`src/rtl/phase_sequencer.sv`:
```
// Six-phase select sequencer driving the 3-to-6 one-hot decoder stage.
// Optional build macro PHASE_SEQ_REVERSE_EN adds the dir input for reverse stepping.
module phase_sequencer #(
  parameter int DIV_W = 8,
  parameter int CNT_W = 8
) (
  input  logic             clk,
  input  logic             rst,
  input  logic             start,
  input  logic             stop,
  input  logic [DIV_W-1:0] div,
  input  logic [CNT_W-1:0] nsteps,
`ifdef PHASE_SEQ_REVERSE_EN
  input  logic             dir,
`endif
  output logic [2:0]       sel,
  output logic             blank,
  output logic             step,
  output logic             busy,
  output logic             done
);

  typedef enum logic {IDLE = 1'b0, RUN = 1'b1} state_t;

  state_t           state;
  logic [DIV_W-1:0] presc;
  logic [DIV_W-1:0] div_q;
  logic [CNT_W-1:0] nsteps_q;
  logic [CNT_W-1:0] remaining;

  logic       tick;
  logic       last;
  logic [2:0] sel_nxt;

  assign tick = (presc == div_q);
  // Bounded run whose final phase has just expired; continuous runs never end here.
  assign last = (nsteps_q != '0) && (remaining == CNT_W'(1));

`ifdef PHASE_SEQ_REVERSE_EN
  assign sel_nxt = dir ? ((sel == 3'd0) ? 3'd5 : sel - 3'd1)
                       : ((sel == 3'd5) ? 3'd0 : sel + 3'd1);
`else
  assign sel_nxt = (sel == 3'd5) ? 3'd0 : sel + 3'd1;
`endif

  always_ff @(posedge clk) begin
    if (rst) begin
      state     <= IDLE;
      sel       <= 3'd0;
      blank     <= 1'b1;
      step      <= 1'b0;
      busy      <= 1'b0;
      done      <= 1'b0;
      presc     <= '0;
      remaining <= '0;
      div_q     <= '0;
      nsteps_q  <= '0;
    end else begin
      step <= 1'b0;
      done <= 1'b0;
      case (state)
        IDLE: begin
          sel   <= 3'd0;
          blank <= 1'b1;
          busy  <= 1'b0;
          if (start && !stop) begin
            state     <= RUN;
            div_q     <= div;
            nsteps_q  <= nsteps;
            remaining <= nsteps;
            presc     <= '0;
            blank     <= 1'b0;
            busy      <= 1'b1;
          end
        end
        RUN: begin
          if (stop) begin
            state <= IDLE;
            sel   <= 3'd0;
            blank <= 1'b1;
            busy  <= 1'b0;
          end else if (tick && last) begin
            state <= IDLE;
            sel   <= 3'd0;
            blank <= 1'b1;
            busy  <= 1'b0;
            done  <= 1'b1;
          end else if (tick) begin
            presc <= '0;
            sel   <= sel_nxt;
            step  <= 1'b1;
            if (nsteps_q != '0) remaining <= remaining - CNT_W'(1);
          end else begin
            presc <= presc + DIV_W'(1);
          end
        end
        default: state <= IDLE;
      endcase
    end
  end

endmodule
```
`config.mk`:
```
export PLATFORM = sky130hd
export DESIGN_NAME = phase_sequencer
export DESIGN_NICKNAME = d
export VERILOG_FILES = /design/src/rtl/phase_sequencer.sv
export SDC_FILE = /design/constraint.sdc
export NUM_CORES = 1
export LEC_CHECK = 0
export ABC_CLOCK_PERIOD_IN_PS = 2600
export BUFFER_PORTS_ARGS = -buffer_cell sky130_fd_sc_hd__buf_2
export CORE_MARGIN = 2
export CORE_UTILIZATION = 30
export DETAILED_ROUTE_END_ITERATION = 7
export SETUP_SLACK_MARGIN = 0.2
export SLEW_MARGIN = 20
export SYNTH_ARGS = -nofsm -noshare
export SYNTH_HDL_FRONTEND = slang
export SYNTH_SLANG_ARGS = --single-unit
```
`constraint.sdc`:
```
create_clock -name clk -period 2.6 [get_ports clk]
set_input_delay 0.13 -clock clk [delete_from_list [all_inputs] [get_ports clk]]
set_output_delay 0.13 -clock clk [all_outputs]
set_load 0.03 [all_outputs]
```
After elaboration in Yosys (flattened, before gate mapping) --
Index checks and enable logic that the tools add are counted.
Storage, ports and cells: register bits 40, bits in latches 0, RAM bits 0, ROM bits 0, bits of input ports 20, output and inout port bits 7, logic and storage cells 63, memories 0
Operators by class: add/subtract/negate cells 3, $mul 0, div/mod/pow operators 0, $lt $le $gt $ge 0, equal/unequal tests 10, shift-type cells 0, multiplexer cells 29, bitwise gates (word level) 1, reduce and logical (&&, ||, !) cells 10
Operators with widths (number):
- two-way mux 8 bit | 9
- case mux 8 bit (2 select lines) | 2
- two-way mux 3 bit | 4
- two-way mux 1 bit | 10
- adder 8 x 1 -> 8 bit, second input constant | 1
- equality test 8 x 1 -> 1 bit, second input constant | 1
- equality test 8 bit | 1
- nonzero test 8 bit | 1
- subtractor 8 x 1 -> 8 bit, second input constant | 1
- != test 2 bit, second input constant | 3
- case mux 1 bit (2 select lines) | 3
- case mux 3 bit (2 select lines) | 1
- AND reduction 5 bit | 1
- != test 2 x 1 -> 1 bit, second input constant | 2
- != test 4 x 2 -> 1 bit, second input constant | 1
- OR reduction 4 bit | 1
- adder 3 x 1 -> 3 bit, second input constant | 1
- equality test 3 bit, second input constant | 1
- logical AND 1 bit | 3
- != test 3 x 2 -> 1 bit, second input constant | 1
- AND reduction 3 bit | 1
- OR reduction 3 bit | 1
- AND reduction 2 bit | 1
- logical NOT 1 bit | 1
- inverter 1 bit | 1

Longest topological paths before layout --
Gate-level depths: netlist of run 1.
word-level depth 6, gate-level depth with buffers 8, mapped depth without buffers 7

Worst setup path after synthesis of run 1 --
OpenSTA, ideal clock, no wires.
path kind register to register, start reg remaining[1], end reg presc[4], setup time 0.127 ns, arrival 1.800 ns, data required time 2.473 ns, setup slack 0.672 ns, cell stages (with the launch flop) 8, path buffers 0, period minus slack after synthesis 1.928 ns, path through dfxtp_1 -> inv_1 -> ha_1 -> or3b_2 -> a2111o_1 -> o31ai_4 -> or3_2 -> a21oi_1
Between the ends: longest elaborated chain between the ends 5
RTL lines:
- start: declaration | line 29 | logic [CNT_W-1:0] remaining;
- start signal: assignment | line 70 | remaining <= nsteps;
- start signal: assignment | line 92 | if (nsteps_q != '0) remaining <= remaining - CNT_W'(1);
- equality test 8 x 1 -> 1 bit | line 37 | assign last = (nsteps_q != '0) && (remaining == CNT_W'(1));
- logical AND 1 bit | line 37
- logical AND 1 bit | line 82 | end else if (tick && last) begin
- != test 2 bit (no source line)
- AND reduction 3 bit (no source line)
- end signal: assignment | line 94 | presc <= presc + DIV_W'(1);
- end: declaration | line 26 | logic [DIV_W-1:0] presc;
No other way between the ends. A chain may end at the register's enable or synchronous reset.

Final worst setup path of run 1 --
start reg remaining[0], end reg presc[1]
The elaborated chain is that of the path after synthesis.

==> results of run 1 <==
path summary, 6_finish.rpt:
path                 from           to  slack, ns
max          remaining[0]     presc[1]       0.51
min                div[3]     div_q[3]       0.06
max reg2reg  remaining[0]     presc[1]       0.51
min reg2reg   nsteps_q[3]  nsteps_q[3]       0.47
power by group through the flow:
| stage | clock network (mW) | registers (mW) | logic [mW] |
|---|---|---|---|
| detailed placement | 0 | 0.675 | 0.227 |
| finish | 0.513 | 0.661 | 0.227 |
| global route | 0.547 | 0.665 | 0.256 |
| global placement | 0 | 0.675 | 0.224 |
| floorplan | 0 | 0.670 | 0.165 |
| CTS | 0.524 | 0.661 | 0.228 |
sequential cells by signal, summed over array words and instances, names as in the netlist:
register   flops
busy           1
remaining      8
presc          8
done           1
sel            3
step           1
nsteps_q       8
blank          1
div_q          8
state          1
cell type report:
type	instances	area, um^2	share of cell area
inverter	4	15.0	0.00630
clock inverter	3	42.5	0.0178
sequential	40	801	0.336
clock buffer	5	68.8	0.0289
multi-input combinational	185	1180	0.496
tap	80	100	0.0420
timing repair buffer	32	175	0.0735
critical path: stages (launching register included):
cell     delay, ns
dfxtp_1       0.39
ha_1          0.16
or3b_2        0.48
a211o_2       0.31
o31a_1        0.33
nor2_4        0.15
mux2i_1       0.21
cells by family (layout without fill, tap and decap cells):
kind of cell             count (synthesis)  after routing  share of synthesized area
adder cells (fa/ha/maj)                  3              3                     0.0183
XOR/XNOR                                10             10                     0.0427
multiplexers                             7              7                     0.0348
AO/OA/AOI/OAI                           58             58                      0.192
flip-flops                              40             40                      0.390
AND/OR/NAND/NOR                        107            107                      0.288
buffers and inverters                   15             44                     0.0336
per-stage QoR:
stage                     setup slack (ns)  instance area [um^2]   util  power [mW]  hold WS, ns
after global placement               0.559                  2270  0.338       0.899        0.374
after detailed placement             0.506                  2270  0.338       0.902        0.377
final                                0.506                  2380  0.355        1.40       0.0603
after global routing                 0.386                  2380  0.355        1.47       0.0650
after CTS                            0.501                  2380  0.355        1.41       0.0538
after floorplan                      0.672                  2050      -       0.836        0.266
routing by layer:
metal / track usage / part of all wire / vias up / routed length (um)
met3: 0.0238 / 0.032 / 5 / 150
met2: 0.217 / 0.46 / 37 / 2160
met4: 0.0497 / 0.015 / 0 / 72
met1: 0.190 / 0.50 / 853 / 2330
met5: 0 / 0 / - / 0
li1: - / - / 906 / -
synthesized netlist by cell type (all sizes together) (3+ instances only):
master / number
a21oi: 26
clkbuf: 9
dfxtp: 40
ha: 3
inv: 4
mux2i: 6
nand2: 37
nand2b: 6
nand3: 6
nand4: 3
nor2: 19
nor3: 9
nor3b: 6
o211ai: 4
o21ai: 11
o31ai: 4
or3: 3
or3b: 3
or4: 4
xnor2: 8
==> impl_metrics.csv, run 1 <==
group,metric,value,unit
routing,drt_iter0_drc,168,
pwr,worst_ir_drop_vdd,305,uV
yosys,synth_cell_type_count,54,
clocking,cts_setup_buffers,0,
final_layout,nFillCells,680,
die,die_area,7510,um^2
pwr,power.internal,1.01,mW
yosys,netlist_area,2050,um^2
routing,dr_total_vias,1801,
clocking,clk_path_buf_depth,2,
place,dp_hpwl,3.53,mm
grt,grt_pass1_wl,8.27,mm
yosys,syn_nets,263,
pwr,power_density,588,nW/um^2
final_layout,final_common_cell,"dfxtp_1",
final_layout,final_cell_mix,"40 x dfxtp_1, 37 x nand2_1, 26 x buf_2",
final_layout,syn_to_final_growth,16.2,%
yosys,synth_ff_type,"dfxtp_1",
clocking,clock_latency,0.30,ns
clocking,cts_made_buffers,5,
pwr,swShare,0.277,
place,io_buffers,26,
clocking,cts_tree,"yes",
grt,antenna_found_initial,0,
clocking,clkTransAtPathRegs,0.08,ns
timing,period_share,0.805,
grt,grt.overflow.total,0,
pwr,power_leakage,0.864,nW
pwr,clock_power_share,0.366,
worst_setup_path,crit_type,"reg2reg",
die,boundaryPins,27,
place,dp.cells,341,
clocking,h-tree-depth,2,
clocking,cts_sinks,40,
timing,setup_viol,0,
worst_setup_path,crit_path_start_kind,"flip-flop",
yosys,synth.yosys.seq_area_share,0.390,
yosys,netlist_top_cells_area,"dfxtp_1 39%, nand2_1 6.8%, a21oi_1 6.1%",
yosys,yosys.area.top_type_share,0.390,
die,fp.dieW,86.7,um
yosys,synth_edf_count,0,
worst_setup_path,crit_arrival,2.32,ns
routing,drc,0,
timing,slew_headroom,0.672,
routing,wl_per_cell,13.5,um
worst_setup_path,worstRegToRegCells,6,
timing,worstMarginPinSlew,0.488,ns
timing,drv_slew,0,
clocking,cts_resized,0,
final_layout,stdcell_count,349,
routing,viasPerCell,5.16,
place,gp_congestion,0.793,
clocking,root_buffer,"clkbuf_8",
timing,grt_setup_unrepaired,"false",
routing,ant_nets,0,
final_layout,drive_above_1_share,0.230,
clocking,ctsHoldBuffers,0,
yosys,yosys_register_bits,40,
die,rows,30,
die,core_area,6720,um^2
grt,grt_pass1_vias,1702,
flow_run,maxCapViolations,0,
routing,drt-total-wl,4.71,mm
yosys,synthesis.instances,240,
yosys,avgSynthCellArea,8.54,um^2
outcome,run_status,"complete, no violations",
grt,grt_max_degree,28,
yosys,synth_top_area_cell,"dfxtp_1",
timing,layout_min_cycle_time,2.09,ns
timing,max_freq,478,MHz
pwr,p_comb_frac,0.162,
die,start_util,0.305,
worst_hold_path,hold_class,"in2reg",
worst_setup_path,cp_data_required_time,2.83,ns
final_layout,final_nets,291,
worst_setup_path,crit_path_end_kind,"flip-flop",
timing,fin_tns_setup,0,ns
worst_setup_path,worstPathMaxFanout,5,
yosys,yosys_warnings,0,
pwr,power_frac_seq,0.472,
pwr,switchingPower,0.389,mW
die,die_h,86.7,um
routing,drt-pass1-iter-count,4,
yosys,async_reset_ff_frac,0,
timing,hold_viol,0,
worst_hold_path,whs_path_depth,3,
timing,fin_skew,0.00746,ns
final_layout,diodes,0,
grt,grt_usage,0.138,
(Power assumes the default switching activity.)
==> run 2: changes to the inputs <==
- ABC_CLOCK_PERIOD_IN_PS: 2600 -> 1850
- clock period: 2.6 -> 1.85 ns (I/O delays scaled with it)
==> run 2 against run 1 <==
Net effect: the run now ends with negative setup slack left; utilization grew 6.1 points; sequential power grew 39%; first-iteration DRC count decreased by 22%; register-to-register slack lost 0.64 ns; sequential share of layout area decreased by 4.7 points; die area unchanged; final area rose by 17%; critical path type unchanged; critical endpoint is now presc[4].
==> impl_metrics.csv, run 2 (synthesized netlist as in run 1, its figures left out) <==
group,metric,value,unit
die,die_area,7510,um^2
place,place_area,2530,um^2
pwr,switchingPower,0.589,mW
pwr,clock_power_share,0.338,
die,fp.dieW,86.7,um
worst_setup_path,cp_data_required_time,2.04,ns
grt,grt.overflow.total,0,
pwr,worst_ir_drop_vdd,302,uV
final_layout,diodes,0,
clocking,clk_path_buf_depth,2,
timing,max_freq,504,MHz
routing,drt-pass1-iter-count,4,
die,core_area,6720,um^2
die,rows,30,
place,io_buffers,26,
grt,grt_pass1_wl,8.69,mm
routing,drt-total-wl,5.29,mm
timing,layout_min_cycle_time,1.99,ns
clocking,clkTransAtPathRegs,0.08,ns
pwr,power_frac_seq,0.435,
grt,antenna_found_initial,0,
worst_setup_path,crit_type,"reg2reg",
place,dp_hpwl,3.84,mm
final_layout,stdcell_count,386,
timing,slew_headroom,0.688,
timing,period_share,1.07,
timing,setup_viol,19,
worst_setup_path,worstPathMaxFanout,5,
clocking,clock_latency,0.30,ns
die,die_h,86.7,um
clocking,h-tree-depth,2,
routing,drt_iter0_drc,131,
final_layout,final_area,2790,um^2
final_layout,final_nets,328,
flow_run,maxCapViolations,0,
timing,drv_slew,0,
routing,wl_per_cell,13.7,um
timing,worstMarginPinSlew,0.469,ns
final_layout,multiInputGateArea,1280,um^2
final_layout,final_cell_mix,"37 x nand2_1, 36 x buf_4, 34 x dfxtp_1",
outcome,violations,"negative setup slack",
pwr,power,2.11,mW
final_layout,final_common_cell,"nand2_1",
final_layout,syn_to_final_growth,36.2,%
worst_setup_path,crit_arrival,2.18,ns
die,start_util,0.305,
place,dp.cells,373,
pwr,power.internal,1.52,mW
grt,grt_pass1_vias,1820,
outcome,run_status,"finished with violations",
worst_hold_path,hold_class,"in2reg",
worst_setup_path,crit_path_end_kind,"flip-flop",
final_layout,drive_above_1_share,0.379,
timing,hold_viol,0,
routing,viasPerCell,5.05,
timing,grt_setup_unrepaired,"true",
timing,fin_skew,0.00441,ns
final_layout,seq_area,808,um^2
routing,drc,0,
timing,fin_tns_setup,-1.42,ns
worst_setup_path,crit_path_start_kind,"flip-flop",
clocking,cts_tree,"yes",
routing,ant_nets,0,
routing,dr_total_vias,1949,
clocking,cts_sinks,40,
pwr,swShare,0.279,
pwr,power_density,757,nW/um^2
pwr,p_comb_frac,0.227,
die,boundaryPins,27,
grt,grt_usage,0.149,
grt,grt_max_degree,28,
timing,setup_ws,-0.136,ns
pwr,power_leakage,1.09,nW
clocking,cts_made_buffers,5,
final_layout,nFillCells,668,
place,gp_congestion,0.797,
clocking,root_buffer,"clkbuf_8",
==> run 2: worst max-delay path, cell delays in order, from the launching register on <==
cell and delay [ns]:
dfxtp_2 0.32, or4_4 0.57, a2111o_1 0.46, o31ai_4 0.29
or3_4 0.19, a21oi_2 0.05
==> run 2: worst paths after layout <==
path                start          end  slack [ns]  cells past startpoint
max          remaining[4]     presc[4]       -0.14                      5
min                div[1]     div_q[1]        0.02                      3
max reg2reg  remaining[4]     presc[4]       -0.14                      5
min reg2reg   nsteps_q[2]  nsteps_q[2]        0.46                      2
==> run 2: area by class of cell <==
type | count | area share
tap | 80 | 0.0358
sequential | 40 | 0.289
timing repair buffer | 69 | 0.172
multi-input combinational | 185 | 0.459
clock inverter | 2 | 0.0125
inverter | 4 | 0.00538
clock buffer | 6 | 0.0260
==> run 2: power by group through the flow <==
| stage | sequential, mW | clock (mW) | combinational [mW] |
|---|---|---|---|
| finish | 0.920 | 0.714 | 0.479 |
| global route | 0.924 | 0.775 | 0.521 |
| global placement | 0.938 | 0 | 0.415 |
| CTS | 0.920 | 0.732 | 0.470 |
| floorplan | 0.944 | 0 | 0.235 |
| detailed placement | 0.939 | 0 | 0.420 |
==> run 2: metrics by stage <==
step                setup WS (ns)  utilization  hold WS, ns
CTS                        -0.113        0.412       0.0174
global route               -0.218        0.416       0.0204
detailed placement         -0.144        0.376        0.342
floorplan                 -0.0647            -        0.228
global placement          -0.0992        0.376        0.337
finish                     -0.136        0.416       0.0220
==> run 2: layer usage <==
| metal | up-vias | share of wire | global-route usage |
|---|---|---|---|
| met4 | 0 | 0.017 | 0.0611 |
| li1 | 983 | - | - |
| met1 | 915 | 0.49 | 0.204 |
| met3 | 10 | 0.037 | 0.0314 |
| met5 | - | 0 | 0 |
| met2 | 41 | 0.45 | 0.227 |
==> run 2: what timing repair did <==
action / CTS / global route
setup endpoints to repair: 22 / 23
pin swaps: 17 / 1
endpoints found under the hold margin: 0 / 0
setup buffers: 5 / 0
hold buffers: 0 / 0
gates resized for setup: 24 / 8
==> run 3: changes to the inputs <==
- BUFFER_PORTS_ARGS: -buffer_cell sky130_fd_sc_hd__buf_2 -> -buffer_cell sky130_fd_sc_hd__clkbuf_2
==> run 3 against run 2 <==
Net effect: the run still ends with negative setup slack left; largest cell class unchanged; sequential share of layout area rose by 0.14 points; final area fell by 0.18%; critical path type unchanged; maximum frequency rose by 0.97%; utilization fell by 0.074 points; clock-buffer cell count did not move; worst hold slack got worse by 0.010 ns; first-iteration DRC count fell by 22%; largest power group unchanged; clock power fell by 13%; combinational power rose by 1%; register-to-register slack improved by 0.02 ns; sequential power barely moved; die area did not move.
==> impl_metrics.csv, run 3 (synthesized netlist as in run 1, its figures left out) <==
group,metric,value,unit
timing,slew_headroom,0.625,
clocking,h-tree-depth,2,
worst_setup_path,crit_path_end_kind,"flip-flop",
timing,setup_viol,17,
die,core_area,6720,um^2
clocking,clk_path_buf_depth,2,
place,io_buffers,26,
final_layout,final_common_cell,"nand2_1",
worst_hold_path,hold_end,"div_q[5]",
worst_setup_path,crit_path_start_kind,"flip-flop",
grt,grt.overflow.total,0,
timing,drv_slew,0,
worst_setup_path,cp_data_required_time,2.04,ns
worst_setup_path,crit_arrival,2.15,ns
grt,antenna_found_initial,0,
timing,period_share,1.06,
timing,max_freq,509,MHz
routing,viasPerCell,4.94,
worst_setup_path,worstPathMaxFanout,4,
final_layout,finish.utilization,0.415,
timing,hold_viol,0,
die,rows,30,
timing,setup_ws,-0.116,ns
timing,fin_tns_setup,-1.11,ns
routing,wl_per_cell,13.6,um
routing,drt-pass1-iter-count,4,
final_layout,drive_above_1_share,0.378,
pwr,power_density,728,nW/um^2
die,start_util,0.305,
pwr,worst_ir_drop_vdd,320,uV
timing,fin_skew,0.00978,ns
timing,layout_min_cycle_time,1.97,ns
worst_setup_path,r2r_slack,-0.12,ns
routing,dr_total_vias,1911,
routing,drc,0,
die,boundaryPins,27,
place,gp_congestion,0.793,
outcome,violations,"negative setup slack",
timing,worstMarginPinSlew,0.563,ns
pwr,power,2.03,mW
grt,grt_pass1_vias,1820,
final_layout,final_nets,329,
worst_setup_path,reg2reg_from,"remaining[7]",
worst_setup_path,rr_endpoint,"presc[3]",
final_layout,final_cell_mix,"37 x nand2_1, 36 x buf_4, 32 x dfxtp_1",
worst_hold_path,whs_path_depth,3,
clocking,cts_sinks,40,
clocking,root_buffer,"clkbuf_8",
final_layout,diodes,0,
grt,grt_pass1_wl,8.56,mm
die,die_h,86.7,um
worst_hold_path,hold_start,"div[5]",
worst_setup_path,critPathLaunch,"remaining[7]",
routing,ant_nets,0,
die,die_area,7510,um^2
place,dp_hpwl,3.79,mm
worst_setup_path,worstRegToRegCells,6,
clocking,clkTransAtPathRegs,0.09,ns
worst_setup_path,crit_type,"reg2reg",
clocking,cts_tree,"yes",
outcome,run_status,"finished with violations",
pwr,power_leakage,1.07,nW
die,fp.dieW,86.7,um
clocking,clock_latency,0.30,ns
flow_run,maxCapViolations,0,
routing,drt_iter0_drc,102,
routing,drt-total-wl,5.27,mm
grt,grt_max_degree,28,
worst_hold_path,hold_class,"in2reg",
clocking,cts_made_buffers,5,
final_layout,syn_to_final_growth,35.9,%
grt,grt_usage,0.144,
place,pre_cts_ws,-0.143,ns
timing,grt_setup_unrepaired,"true",
timing,whs,0.0118,ns
## run 3: changes by cell type in the layout (fill, tap and decap cells not counted), sizes merged
cell	delta
clkinvlp	+2
clkbuf	+26
dlygate4sd3	+2
bufinv	-1
clkinv	-1
buf	-27
## run 3: how the worst max path moves through the flow
| stage | endpoint | slack (ns) | cells after the start |
|---|---|---|---|
| after floorplan | presc[4] | -0.06 | 7 |
| after global placement | presc[4] | -0.10 | 7 |
| after detailed placement | presc[6] | -0.14 | 7 |
| after CTS | presc[1] | -0.10 | 5 |
| after global routing | presc[3] | -0.17 | 6 |
| final | presc[3] | -0.12 | 6 |
## run 3: area by class of cell
class / count / area (um^2)
fillers: 659 / 3930
multi-input cells: 185 / 1270
flip-flops and latches: 40 / 811
repair buffers: 70 / 497
well taps: 80 / 100
clock buffers: 6 / 82.6
clock inverters: 2 / 15.0
inverters: 4 / 15.0
## run 3: worst max-delay path, stage by stage (launching register included)
cell	delay (ns)
dfxtp_1	0.32
or4_4	0.56
a2111o_1	0.46
buf_4	0.16
nor3_4	0.16
or4_1	0.15
a21oi_1	0.06
## run 3: repair_timing
item                                    4_1_cts  5_1_grt
endpoints found under the hold margin         1        1
hold buffers                                  1        1
pin swaps                                    13        5
endpoints found under the setup margin       23       24
buffers inserted                              4        3
gates resized for setup                      16       13
## run 3: power breakdown
part	internal [mW]	switching [mW]	total (mW)	leakage, nW
logic	0.236	0.250	0.485	0.701
clock network	0.302	0.320	0.622	0.0434
registers	0.896	0.0255	0.921	0.329
## run 3: metal layers
| metal | global-route usage | share of wire | up-vias |
|---|---|---|---|
| li1 | - | - | 986 |
| met1 | 0.196 | 0.51 | 888 |
| met2 | 0.237 | 0.45 | 33 |
| met3 | 0.0238 | 0.031 | 4 |
| met4 | 0.0384 | 0.0097 | 0 |
| met5 | 0 | 0 | - |
## run 3: stage by stage
step / instance area, um^2 / instances
floorplan: 2070 / 240
global placement: 2500 / 370
detailed placement: 2500 / 370
CTS: 2720 / 383
global route: 2790 / 387
finish: 2790 / 387
